$ cat src/rtl/cr_iu_gated_clk_reg_rd.sv
// cr_iu_gated_clk_reg_rd
// Read port for the IU gated-clock register bank. Each accepted request snapshots
// one register, or the write data of a same-cycle write to that index (the write
// wins). The result goes into a 2-entry response queue with a valid/ready handshake.
// Optional build macro: CR_IU_GPR_RD_WRITE_SNOOP_EN. When it is defined, a write
// to an index also updates every queued in-range entry for that index, so queued
// data follows the bank.
module cr_iu_gated_clk_reg_rd #(
  parameter int NUM_REGS = 16,
  parameter int IDX_W    = 4,
  parameter int DATA_W   = 32
) (
  input  logic                       forever_cpuclk,
  input  logic                       cpurst,
  input  logic                       rd_req_vld,
  input  logic [IDX_W-1:0]           rd_req_idx,
  output logic                       rd_req_rdy,
  input  logic [NUM_REGS*DATA_W-1:0] reg_bank_dout,
  input  logic                       x_write_en,
  input  logic [IDX_W-1:0]           x_write_idx,
  input  logic [DATA_W-1:0]          write_data,
  output logic                       rd_rsp_vld,
  input  logic                       rd_rsp_rdy,
  output logic [DATA_W-1:0]          rd_rsp_data,
  output logic [IDX_W-1:0]           rd_rsp_idx,
  output logic                       rd_rsp_err,
  output logic                       rd_busy
);

  // Widened by one bit so that NUM_REGS == 2^IDX_W can still be compared.
  localparam logic [IDX_W:0] NUM_REGS_C = (IDX_W+1)'(NUM_REGS);

  logic [DATA_W-1:0] data_r [2];
  logic [IDX_W-1:0]  idx_r  [2];
  logic [1:0]        err_r;
  logic              wr_ptr_r;
  logic              rd_ptr_r;
  logic [1:0]        count_r;

  logic              push_s;
  logic              pop_s;
  logic [DATA_W-1:0] bank_sel_s;
  logic [DATA_W-1:0] cap_data_s;
  logic              cap_err_s;

  // Accept is a function of queue state only; it never waits on rd_rsp_rdy.
  assign rd_req_rdy  = (count_r != 2'd2) & ~cpurst;
  assign push_s      = rd_req_vld & rd_req_rdy;
  assign rd_rsp_vld  = (count_r != 2'd0);
  assign pop_s       = rd_rsp_vld & rd_rsp_rdy;
  assign rd_busy     = rd_rsp_vld;
  assign rd_rsp_data = data_r[rd_ptr_r];
  assign rd_rsp_idx  = idx_r[rd_ptr_r];
  assign rd_rsp_err  = err_r[rd_ptr_r];

  // Select the addressed bank slice. Indices past NUM_REGS match nothing.
  always_comb begin
    bank_sel_s = {DATA_W{1'b0}};
    for (int i = 0; i < NUM_REGS; i++) begin
      bank_sel_s = (rd_req_idx == IDX_W'(i)) ? reg_bank_dout[i*DATA_W +: DATA_W] : bank_sel_s;
    end
  end

  // Data captured on accept. The range check comes first, so an out-of-range
  // write index can never bypass.
  always_comb begin
    cap_data_s = {DATA_W{1'b0}};
    cap_err_s  = 1'b0;
    if ({1'b0, rd_req_idx} >= NUM_REGS_C) begin
      cap_data_s = {DATA_W{1'b0}};
      cap_err_s  = 1'b1;
    end else if (x_write_en && (x_write_idx == rd_req_idx)) begin
      cap_data_s = write_data;
      cap_err_s  = 1'b0;
    end else begin
      cap_data_s = bank_sel_s;
      cap_err_s  = 1'b0;
    end
  end

`ifdef CR_IU_GPR_RD_WRITE_SNOOP_EN
  logic [1:0] ent_vld_s;

  // Mark which queue slots hold live entries: the head slot, plus the other slot when full.
  always_comb begin
    ent_vld_s            = 2'b00;
    ent_vld_s[rd_ptr_r]  = (count_r != 2'd0);
    ent_vld_s[~rd_ptr_r] = (count_r == 2'd2);
  end
`endif

  // Queue storage, pointers and occupancy. Reset discards every entry.
  always_ff @(posedge forever_cpuclk) begin
    if (cpurst) begin
      for (int e = 0; e < 2; e++) begin
        data_r[e] <= {DATA_W{1'b0}};
        idx_r[e]  <= {IDX_W{1'b0}};
      end
      err_r    <= 2'b00;
      wr_ptr_r <= 1'b0;
      rd_ptr_r <= 1'b0;
      count_r  <= 2'd0;
    end else begin
`ifdef CR_IU_GPR_RD_WRITE_SNOOP_EN
      // Keep live entries in step with the bank. A slot popped this edge is
      // already presented with its pre-write value.
      for (int e = 0; e < 2; e++) begin
        if (x_write_en && ent_vld_s[e] && !err_r[e] && (idx_r[e] == x_write_idx)) begin
          data_r[e] <= write_data;
        end
      end
`endif
      if (push_s) begin
        data_r[wr_ptr_r] <= cap_data_s;
        idx_r[wr_ptr_r]  <= rd_req_idx;
        err_r[wr_ptr_r]  <= cap_err_s;
        wr_ptr_r         <= ~wr_ptr_r;
      end
      if (pop_s) begin
        rd_ptr_r <= ~rd_ptr_r;
      end
      case ({push_s, pop_s})
        2'b10:   count_r <= count_r + 2'd1;
        2'b01:   count_r <= count_r - 2'd1;
        default: count_r <= count_r;
      endcase
    end
  end

endmodule
$ cat config.mk
export PLATFORM = sky130hd
export DESIGN_NAME = cr_iu_gated_clk_reg_rd
export DESIGN_NICKNAME = d
export VERILOG_FILES = /design/src/rtl/cr_iu_gated_clk_reg_rd.sv
export SDC_FILE = /design/constraint.sdc
export NUM_CORES = 1
export LEC_CHECK = 0
export CORE_AREA = 2 2 233 235
export DETAILED_ROUTE_END_ITERATION = 6
export DIE_AREA = 0 0 235 237
export DONT_BUFFER_PORTS = 1
export PLACE_DENSITY_LB_ADDON = 0.05
export SLEW_MARGIN = 30
export SYNTH_ARGS = -nofsm -noshare
export SYNTH_HDL_FRONTEND = slang
export SYNTH_SLANG_ARGS = --single-unit
$ cat constraint.sdc
create_clock -name forever_cpuclk -period 2.85 [get_ports forever_cpuclk]
set_input_delay 0.57 -clock forever_cpuclk [delete_from_list [all_inputs] [get_ports forever_cpuclk]]
set_output_delay 0.57 -clock forever_cpuclk [all_outputs]
set_load 0.02 [all_outputs]
* Word level (Yosys, flattened, before mapping)
Memories as Yosys holds them, arrays and structs flattened. A register that Yosys moved wholly into a read port is not among the register bits.
Index checks and enable logic that the tools add are counted.
** Word-level totals
- Bits of input ports :: 557
- Register bits :: 6
- ROM bits :: 0
- Bits in latches :: 0
- RAM bits :: 72
- Memories kept :: 2
- Output and inout bits :: 40
** Operators by class
- Shifts and indexed selects :: 0
- $mul :: 0
- Order comparisons :: 3
- Eq/ne operators :: 19
- Reductions and logical operators :: 7
- Muxes and demuxes :: 37
- Add/subtract/negate cells :: 2
- Bitwise logic cells :: 8
- Div/mod/pow operators :: 0
** Memory list
- data_r :: depth 2, bits a word 32, read ports 1, clocked after Yosys merged registers in 1, wr ports 2, RTL line 33 : logic [DATA_W-1:0] data_r [2];
- idx_r :: depth 2, bits a word 4, read ports 1, clocked after Yosys merged registers in 1, wr ports 2, RTL line 34 : logic [IDX_W-1:0] idx_r [2];
** Operators with widths (count)
- 32-bit two-way mux :: 18
- 4-bit == test, second input constant :: 8
- 32-bit OR reduction :: 1
- 4-bit by 3-bit == test with 1-bit output, second input constant :: 4
- 1-bit two-way mux :: 16
- 4-bit by 2-bit == test with 1-bit output, second input constant :: 2
- 4-bit by 1-bit == test with 1-bit output, second input constant :: 1
- 4-bit == test :: 1
- 4-bit zero test :: 1
- 1-bit by 2-bit < comparator with 1-bit output, second input constant :: 2
- 4-bit two-way mux :: 1
- 2-bit case mux with 2 select lines :: 1
- 2-bit nonzero test :: 2
- 4-bit OR reduction :: 1
- 1-bit bitwise AND :: 3
- 1-bit inverter :: 3
- 2-bit by 1-bit adder with 2-bit output, second input constant :: 1
- 2-bit bitwise AND :: 1
- 2-bit by 1-bit == test with 1-bit output, second input constant :: 1
- 2-bit == test, second input constant :: 1
- 1-bit logical AND :: 2
- 2-bit inequality test, second input constant :: 1
- 2-bit inverter :: 1
- 2-bit by 1-bit subtractor with 2-bit output, second input constant :: 1
- 2 further kinds :: 2

* Logic depth before layout (Yosys ltp)
Gate-level depths: netlist of the first run.
- Word-level depth :: 19
- Gate-level depth with buffers :: 11

* Worst setup path after synthesis of the first run
OpenSTA, ideal clock, no wires.
- Path type :: input port to flip-flop
- Start :: input cpurst
- End :: memory data_r[0][0], enable pin
- Cell stages on the path :: 6
- Buffers on the path :: 2
- Arrival :: 2569 ps
- Path slack :: -119 ps
- Library setup time :: 400 ps
- Cell sequence :: clkbuf_1 > a21oi_1 > nand2_1 > or2_1 > clkbuf_1 > nand2b_1
** RTL lines
- from (decl) :: RTL line 14 : input logic cpurst,
- to (decl) :: RTL line 33

==> out/results.md, run 1 <==
| Quantity | Value |
|:---|:---|
| Average cell area after synthesis | 8.50 µm² |
| Arrival time worst endpoint | 2.57 ns |
| Required time at the worst-slack endpoint | 2.94 ns |
| Worst setup timing slack at the placement stage | -0.0101 ns |
| Largest fanout on the critical path | 225 |
| P per Cell Area | 431 nW/µm² |
| Residual DRC count | 0 |
| Final Max Slew Viols | 0 |
| Pre-antenna DRT Iters | 5 |
| Layout cell share with drive strength beyond 1 | 0.176 |
| Area of the mapped netlist | 9090 µm² |
| Site row count | 85 |
| Layout fillers | 5,943 |
| DR WL/cell | 36.5 µm |
| Post-cts hold buffer count | 0 |
| Area of the die | 55,700 µm² |
| Max IR drop VDD | 295 µV |
| Number of synthesized register bits | 79 |
| Class of the tightest hold or removal check | in -> reg |
| Maximum clock insertion buffer count | 2 |
| Final core utilization | 0.194 |
| Initial cell density of the core | 0.171 |
| Clock tree from TritonCTS | done |
| Wire length after detailed routing | 63.9 mm |
| Slowest stage delay, CP | 0.56 ns |
| Startpoint type of the worst setup path | input port |
| Sum of buffers and inverters on the critical path | 0 |
| Area of the core region | 53,300 µm² |
| Horizontal die dimension | 235 µm |
| Total chip power | 4.45 mW |
| Most frequent standard cell in the layout excluding fill and tap cells | sky130_fd_sc_hd__nor2_1 |
| RSZ-0062 raised after global routing | no |
| Worst hold margin | 0.266 ns |
| Fraction of synthesized cell area taken by the top area cell type | 0.238 |
| Hold violation count in the final report | 0 |
| CTS sink cnt | 79 |
| Top achievable clock speed | 0.404 GHz |
| Chip height | 237 µm |
| Number of global-route vias before repair | 9,544 |
| Post-CTS setup buffer count | 0 |
| Max-capacitance violation count | 0 |
| Total grt overflow | 0 |
| Area grow syn2layout | 13.5% |
| Leakage power summed over all cells | 3.52 nW |
| Setup-violating endpoint count in the final report | 0 |
| Count of flip-flops with a built-in enable after synthesis | 72 |
| Number of antenna violations at the first check in global routing | 34 |
| Final cycle utilization of the critical path | 0.868 |
| Residual antenna-violating net count after detailed routing | 0 |
| Number of buffer cells added on primary ports | 0 |
| Count of vias placed by the detailed router | 9,240 |
| Fin worst setup slack | 0.375 ns |
| Placer's final routability congestion estimate | 0.861 |
| CTS HTree Levels | 3 |
| Post-synth cell types | 79 |
| Largest area contributor in the netlist | sky130_fd_sc_hd__edfxtp_1 |
| Clock skew after layout | 0.00794 ns |
| Clock transition at the registers of the reported paths | 0.06 ns |
| Worst Max-Slew Pin Slew | 0.779 ns |
| Leading cell types in the layout, fill and taps excluded | 135 x sky130_fd_sc_hd__nor2_1, 86 x sky130_fd_sc_hd__a21oi_1, 77 x sky130_fd_sc_hd__o21ai_0, 72 x sky130_fd_sc_hd__edfxtp_1, 66 x sky130_fd_sc_hd__mux2i_1 |
| IO Count | 597 |
| Gate count of the mapped netlist | 1,070 |
| Sequential share of the synthesized area | 0.253 |
| Most used flip-flop cell after synthesis | sky130_fd_sc_hd__edfxtp_1 |
| Starting DRC count in detailed routing | 690 |
| Cells traversed along the worst timing path | mux4_2, o21bai_1, a31oi_1, o22ai_1, a221oi_1, nor2_1 |
| Cell class contributing the biggest share of worst-path delay | compound AO/OA/AOI/OAI gates |
| CP max stage cell | sky130_fd_sc_hd__mux4_2 |
| Yosys warns | 0 |
| Vias per std cell | 5.28 |
| HPWL Detailed | 50.9 mm |
| Setup TNS | 0 ns |
| CTS buffer count | 9 |
| GR Util All Layers | 0.219 |
| Result of the run | complete, no violations |
| Max-slew headroom | 0.475 |
| Number of cells upsized or downsized after cts | 0 |
| Final period demand of the worst path | 2.47 ns |
| Top area cells in the synthesized netlist | sky130_fd_sc_hd__edfxtp_1 24%, sky130_fd_sc_hd__mux4_2 7.4%, sky130_fd_sc_hd__mux2i_1 7.3% |
| Net count of the mapped netlist | 1,628 |
| Category of the critical setup timing path | in -> reg |
| Wire length of the first global-routing pass | 84.4 mm |
| Largest net degree at the start of global routing | 226 |
| Proportion of synthesized flip-flops having asynchronous set or reset | 0 |
| Clock latency at the later pin of the worst-skew pair | 0.36 ns |
| Master cell of the clock root buffer | sky130_fd_sc_hd__clkbuf_16 |
| Nets | 1,588 |
| Endpoint type of the worst setup path | flop |
final timing paths:
kind,endpoint,cells past startpoint,slack (ns),startpoint
min,flop,1,0.27,cpurst
max,data_r[0][3]$_SDFFCE_PN0P_,6,0.38,rd_req_idx[0]
max reg2reg,data_r[0][17]$_SDFFCE_PN0P_,7,0.83,count_r[0]$_SDFFE_PP0P_
min reg2reg,err_r[1]$_SDFFE_PP0P_,2,0.43,err_r[1]$_SDFFE_PP0P_
cell families (layout without fill, tap and decap cells):
| family | count (synthesis) | count (layout) | synth area share |
|---|---|---|---|
| AO/OA/AOI/OAI | 386 | 386 | 0.280 |
| AND/OR/NAND/NOR | 319 | 319 | 0.170 |
| multiplexers | 156 | 156 | 0.221 |
| buffers and inverters | 122 | 87 | 0.0675 |
| flip-flops | 79 | 79 | 0.253 |
| XOR/XNOR | 7 | 7 | 0.00674 |
| adder cells (fa/ha/maj) | 1 | 1 | 0.00138 |
| other | 0 | 20 | 0 |
cell type report:
| cell class | instances | area, µm² | area share |
|---|---|---|---|
| repair buffers | 59 | 556 | 0.0538 |
| multi-input cells | 869 | 6210 | 0.602 |
| clock buffers | 13 | 272 | 0.0263 |
| flip-flops and latches | 79 | 2300 | 0.223 |
| diodes | 20 | 50.0 | 0.00485 |
| inverters | 12 | 45.0 | 0.00436 |
| well taps | 696 | 871 | 0.0843 |
| clock inverters | 3 | 16.3 | 0.00158 |
per-layer routing:
| metal | GRT usage | up-vias | routed length (µm) |
|---|---|---|---|
| li1 | - | 4075 | - |
| met1 | 0.292 | 4621 | 28300 |
| met5 | 0 | - | 107 |
| met3 | 0.0656 | 66 | 5070 |
| met2 | 0.342 | 460 | 29300 |
| met4 | 0.0598 | 18 | 1100 |
through the flow:
stage / cells / cell area, µm²
2_1_floorplan: 1070 / 9100
3_3_place_gp: 1715 / 9980
6_report: 1751 / 10300
4_1_cts: 1731 / 10300
5_1_grt: 1744 / 10300
3_5_place_dp: 1715 / 9980
power by group:
part	switching [mW]	internal [mW]
combinational	1.14	0.700
clock	0.499	0.666
sequential	0.0405	1.40
synth_stat cells, types with 6 or more instances:
| master | count |
|---|---|
| sky130_fd_sc_hd__nor2_1 | 135 |
| sky130_fd_sc_hd__a21oi_1 | 86 |
| sky130_fd_sc_hd__o21ai_0 | 77 |
| sky130_fd_sc_hd__edfxtp_1 | 72 |
| sky130_fd_sc_hd__mux2i_1 | 66 |
| sky130_fd_sc_hd__nand2_1 | 54 |
| sky130_fd_sc_hd__mux2_2 | 49 |
| sky130_fd_sc_hd__clkbuf_1 | 48 |
| sky130_fd_sc_hd__buf_2 | 35 |
| sky130_fd_sc_hd__mux4_2 | 30 |
| sky130_fd_sc_hd__o21ai_1 | 27 |
| sky130_fd_sc_hd__nor2b_1 | 21 |
| sky130_fd_sc_hd__o211ai_1 | 19 |
| sky130_fd_sc_hd__a221oi_1 | 18 |
| sky130_fd_sc_hd__buf_4 | 18 |
| sky130_fd_sc_hd__nor3_1 | 17 |
| sky130_fd_sc_hd__nand3_1 | 16 |
| sky130_fd_sc_hd__o22ai_1 | 16 |
| sky130_fd_sc_hd__a22o_1 | 15 |
| sky130_fd_sc_hd__a31oi_1 | 12 |
| sky130_fd_sc_hd__nand2b_1 | 12 |
| sky130_fd_sc_hd__and3_1 | 11 |
| sky130_fd_sc_hd__mux2_1 | 11 |
| sky130_fd_sc_hd__a211oi_1 | 10 |
| sky130_fd_sc_hd__o311ai_1 | 10 |
| sky130_fd_sc_hd__o21a_1 | 9 |
| sky130_fd_sc_hd__or2_2 | 9 |
| sky130_fd_sc_hd__and2_1 | 8 |
| sky130_fd_sc_hd__o221ai_1 | 8 |
| sky130_fd_sc_hd__o31ai_1 | 8 |
| sky130_fd_sc_hd__or3_1 | 8 |
| sky130_fd_sc_hd__a21o_1 | 7 |
| sky130_fd_sc_hd__dfxtp_1 | 7 |
| sky130_fd_sc_hd__inv_1 | 7 |
| sky130_fd_sc_hd__a22oi_1 | 6 |
| sky130_fd_sc_hd__a2bb2oi_1 | 6 |
| sky130_fd_sc_hd__a32oi_1 | 6 |
| sky130_fd_sc_hd__buf_6 | 6 |
| sky130_fd_sc_hd__o32ai_1 | 6 |
flip-flops by register name, indices dropped and copies added (netlist names), named ones only:
| name | flops |
|---|---|
| data_r | 64 |
| idx_r | 8 |
| err_r | 2 |
| rd_ptr_r | 1 |
| count_r | 2 |
| wr_ptr_r | 1 |
worst reg2reg max path: cells and delay by family, from the launching register on:
family | cells | cell delay, ns
AO/OA/AOI/OAI | 1 | 0.14
flip-flops | 1 | 0.40
buffers and inverters | 3 | 0.48
AND/OR/NAND/NOR | 3 | 0.66
(Power assumes the default switching activity.)
==> run 2: changes to the inputs <==
--- a/config.mk
+++ b/config.mk
@@ -9,6 +9,7 @@
 export DETAILED_ROUTE_END_ITERATION = 6
 export DIE_AREA = 0 0 235 237
 export DONT_BUFFER_PORTS = 1
+export GPL_ROUTABILITY_DRIVEN = 1
 export PLACE_DENSITY_LB_ADDON = 0.05
 export SLEW_MARGIN = 30
 export SYNTH_ARGS = -nofsm -noshare
==> results of run 2 <==
Final layout, timing and power as in run 1 (identical DEF).
==> RTL edit, RTL diff (settings of run 2) <==
Change the parameter `NUM_REGS` from 16 to 8.
--- a/src/rtl/cr_iu_gated_clk_reg_rd.sv
+++ b/src/rtl/cr_iu_gated_clk_reg_rd.sv
@@ -6,7 +6,7 @@
 // to an index also updates every queued in-range entry for that index, so queued
 // data follows the bank.
 module cr_iu_gated_clk_reg_rd #(
-  parameter int NUM_REGS = 16,
+  parameter int NUM_REGS = 8,
   parameter int IDX_W    = 4,
   parameter int DATA_W   = 32
 ) (
Ports: changed (resized reg_bank_dout); port bits go from 597 to 341. The function was not compared with the original's and may differ.
==> RTL edit against run 2 <==
  * Combinational power down 30%
  * Sequential cell count did not move
  * Maximum frequency increased by 7.7%
  * Power fell by 12%
  * Hold slack better by 0.0055 ns
  * Cell area is 28% lower
  * Via count down 42%
  * Register-to-register slack worse by 0.15 ns
  * Worst setup slack gained 0.18 ns
  * Area after synthesis shrank 30%
  * Global-route usage shrank 10 points
  * Highest routed layer is now met4
  * Clock power grew 3%
  * Wire length is 47% lower
==> RTL edit: results (changes against run 2) <==
stage	metric	value	unit	change
critical_path	reg2reg_from	count_r[1]$_SDFFE_PP0P_		was count_r[0]$_SDFFE_PP0P_
synthesis	yosysSeqAreaShare	36.2	%	was 25.3%
global_routing	antenna_found_initial	3		was 34
synthesis	synth.distinct_cells	48		was 79
critical_path	r2r_end	data_r[0][18]$_SDFFCE_PN0P_		was data_r[0][17]$_SDFFCE_PN0P_
critical_path	rr_worst_depth	6		was 7
critical_path	crit_path_max_incr_delay	0.48	ns	was 0.56 ns
route	wl_per_cell	25.2	microns	was 36.5 microns
route	via_per_inst	3.99		was 5.28
synthesis	synthTopCellsByArea	edfxtp_1 (34%), mux2_2 (7.4%), mux2i_1 (6.3%), nor2_1 (4.8%), a22oi_1 (4.0%)		was edfxtp_1 (24%), mux4_2 (7.4%), mux2i_1 (7.3%), mux2_2 (6.1%), nor2_1 (5.6%)
sta	slew_headroom	46.9	%	was 47.5%
synthesis	netlist_top_cells_count	nor2_1 (81), edfxtp_1 (72), a21oi_1 (45)		was nor2_1 (135), a21oi_1 (86), o21ai_0 (77)
clock_tree	postCtsSetupBuffers	0		unchanged
global_routing	grt_max_degree	85		was 226
placed_design	port_buffers	0		unchanged
placed_design	place.gp.congestion	0.768		was 0.861
finish	fillers	5996		was 5943
placed_design	place_hpwl	26600	microns	was 50900 microns
route	drtPass1Iterations	4		was 5
finish	drive_above_1_share	20.4	%	was 17.6%
placed_design	place_area	7090	sq um	was 9980 sq um
global_routing	grt_usage	11.8	%	was 21.9%
power_and_ir_drop	leakagePower	0.00239	uW	was 0.00352 uW
outcome	outcome	complete, no violations		unchanged
synthesis	synth_compound_area_share	22.9	%	was 28.0%
synthesis	synthMuxAreaShare	13.7	%	was 22.1%
critical_path	slowest_stage	a211oi_1		was mux4_2
finish	nets	935		was 1588
critical_path	cp_max_fo	84		was 225
power_and_ir_drop	ir_drop	0.300	mV	was 0.295 mV
global_routing	grt_pass1_vias	5503		was 9544
critical_path	cp.arrival	2.40	ns	was 2.57 ns
sta	fin_skew	0.00575	ns	was 0.00794 ns
synthesis	synthesis.nets	968		was 1628
sta	hold_slack	0.272	ns	was 0.266 ns
clock_tree	clk_pin_slew	0.06	ns	about the same
synthesis	synth_xor_area_share	1.10	%	was 0.674%
critical_path	reg2reg_slack	0.68	ns	was 0.83 ns
synthesis	synthAdderAreaFrac	0.197	%	was 0.138%
global_routing	grt_pass1_wl	46000	microns	was 84400 microns
clock_tree	h-tree-depth	3		unchanged
route	drt_iter0_drc	315		was 690
## RTL edit: worst max path at each step
| stage | start | cells after the start | slack (ns) | end |
|---|---|---|---|---|
| floorplan | cpurst | 6 | 0.41 | data_r[1][0]$_SDFFCE_PN0P_ |
| global placement | rd_req_idx[0] | 6 | 0.23 | data_r[0][2]$_SDFFCE_PN0P_ |
| detailed placement | rd_req_idx[0] | 7 | 0.16 | data_r[1][19]$_SDFFCE_PN0P_ |
| CTS | rd_req_idx[0] | 7 | 0.55 | data_r[1][19]$_SDFFCE_PN0P_ |
| global route | rd_req_idx[0] | 7 | 0.38 | data_r[1][19]$_SDFFCE_PN0P_ |
| finish | rd_req_idx[0] | 7 | 0.55 | data_r[1][19]$_SDFFCE_PN0P_ |
## RTL edit: layout make-up
class,instances,area (sq um),area share (%)
clock inverter,7,71.3,0.963
tap,696,871,11.8
multi-input combinational,493,3590,48.5
inverter,22,82.6,1.12
sequential,79,2300,31.1
timing repair buffer,28,251,3.40
clock buffer,9,225,3.04
antenna,2,5.00,0.0676
## RTL edit: layer usage
layer  up-vias  track usage, %  part of all wire (%)
met5         -               0                     0
met4         0            2.76                  0.98
met3        15            2.74                   4.8
met2       180            19.2                    48
met1      2656            15.7                    47
li1       2474               -                     -
## RTL edit: per-stage QoR
stage,power [uW],instances,util (%),setup WS (ns)
3_3_place_gp,2800,1317,13.3,0.231
3_5_place_dp,2800,1317,13.3,0.160
5_1_grt,4130,1336,13.9,0.379
4_1_cts,4050,1333,13.9,0.551
6_report,3920,1336,13.9,0.551
2_1_floorplan,2420,666,-,0.409
## RTL edit: report_power, final
part           leakage (uW)  internal (uW)  total [uW]  switching (uW)
combinational       0.00144            443        1290             851
clock              0.000139            678        1200             523
sequential         0.000813           1380        1430            44.7
total               0.00239           2500        3920            1420
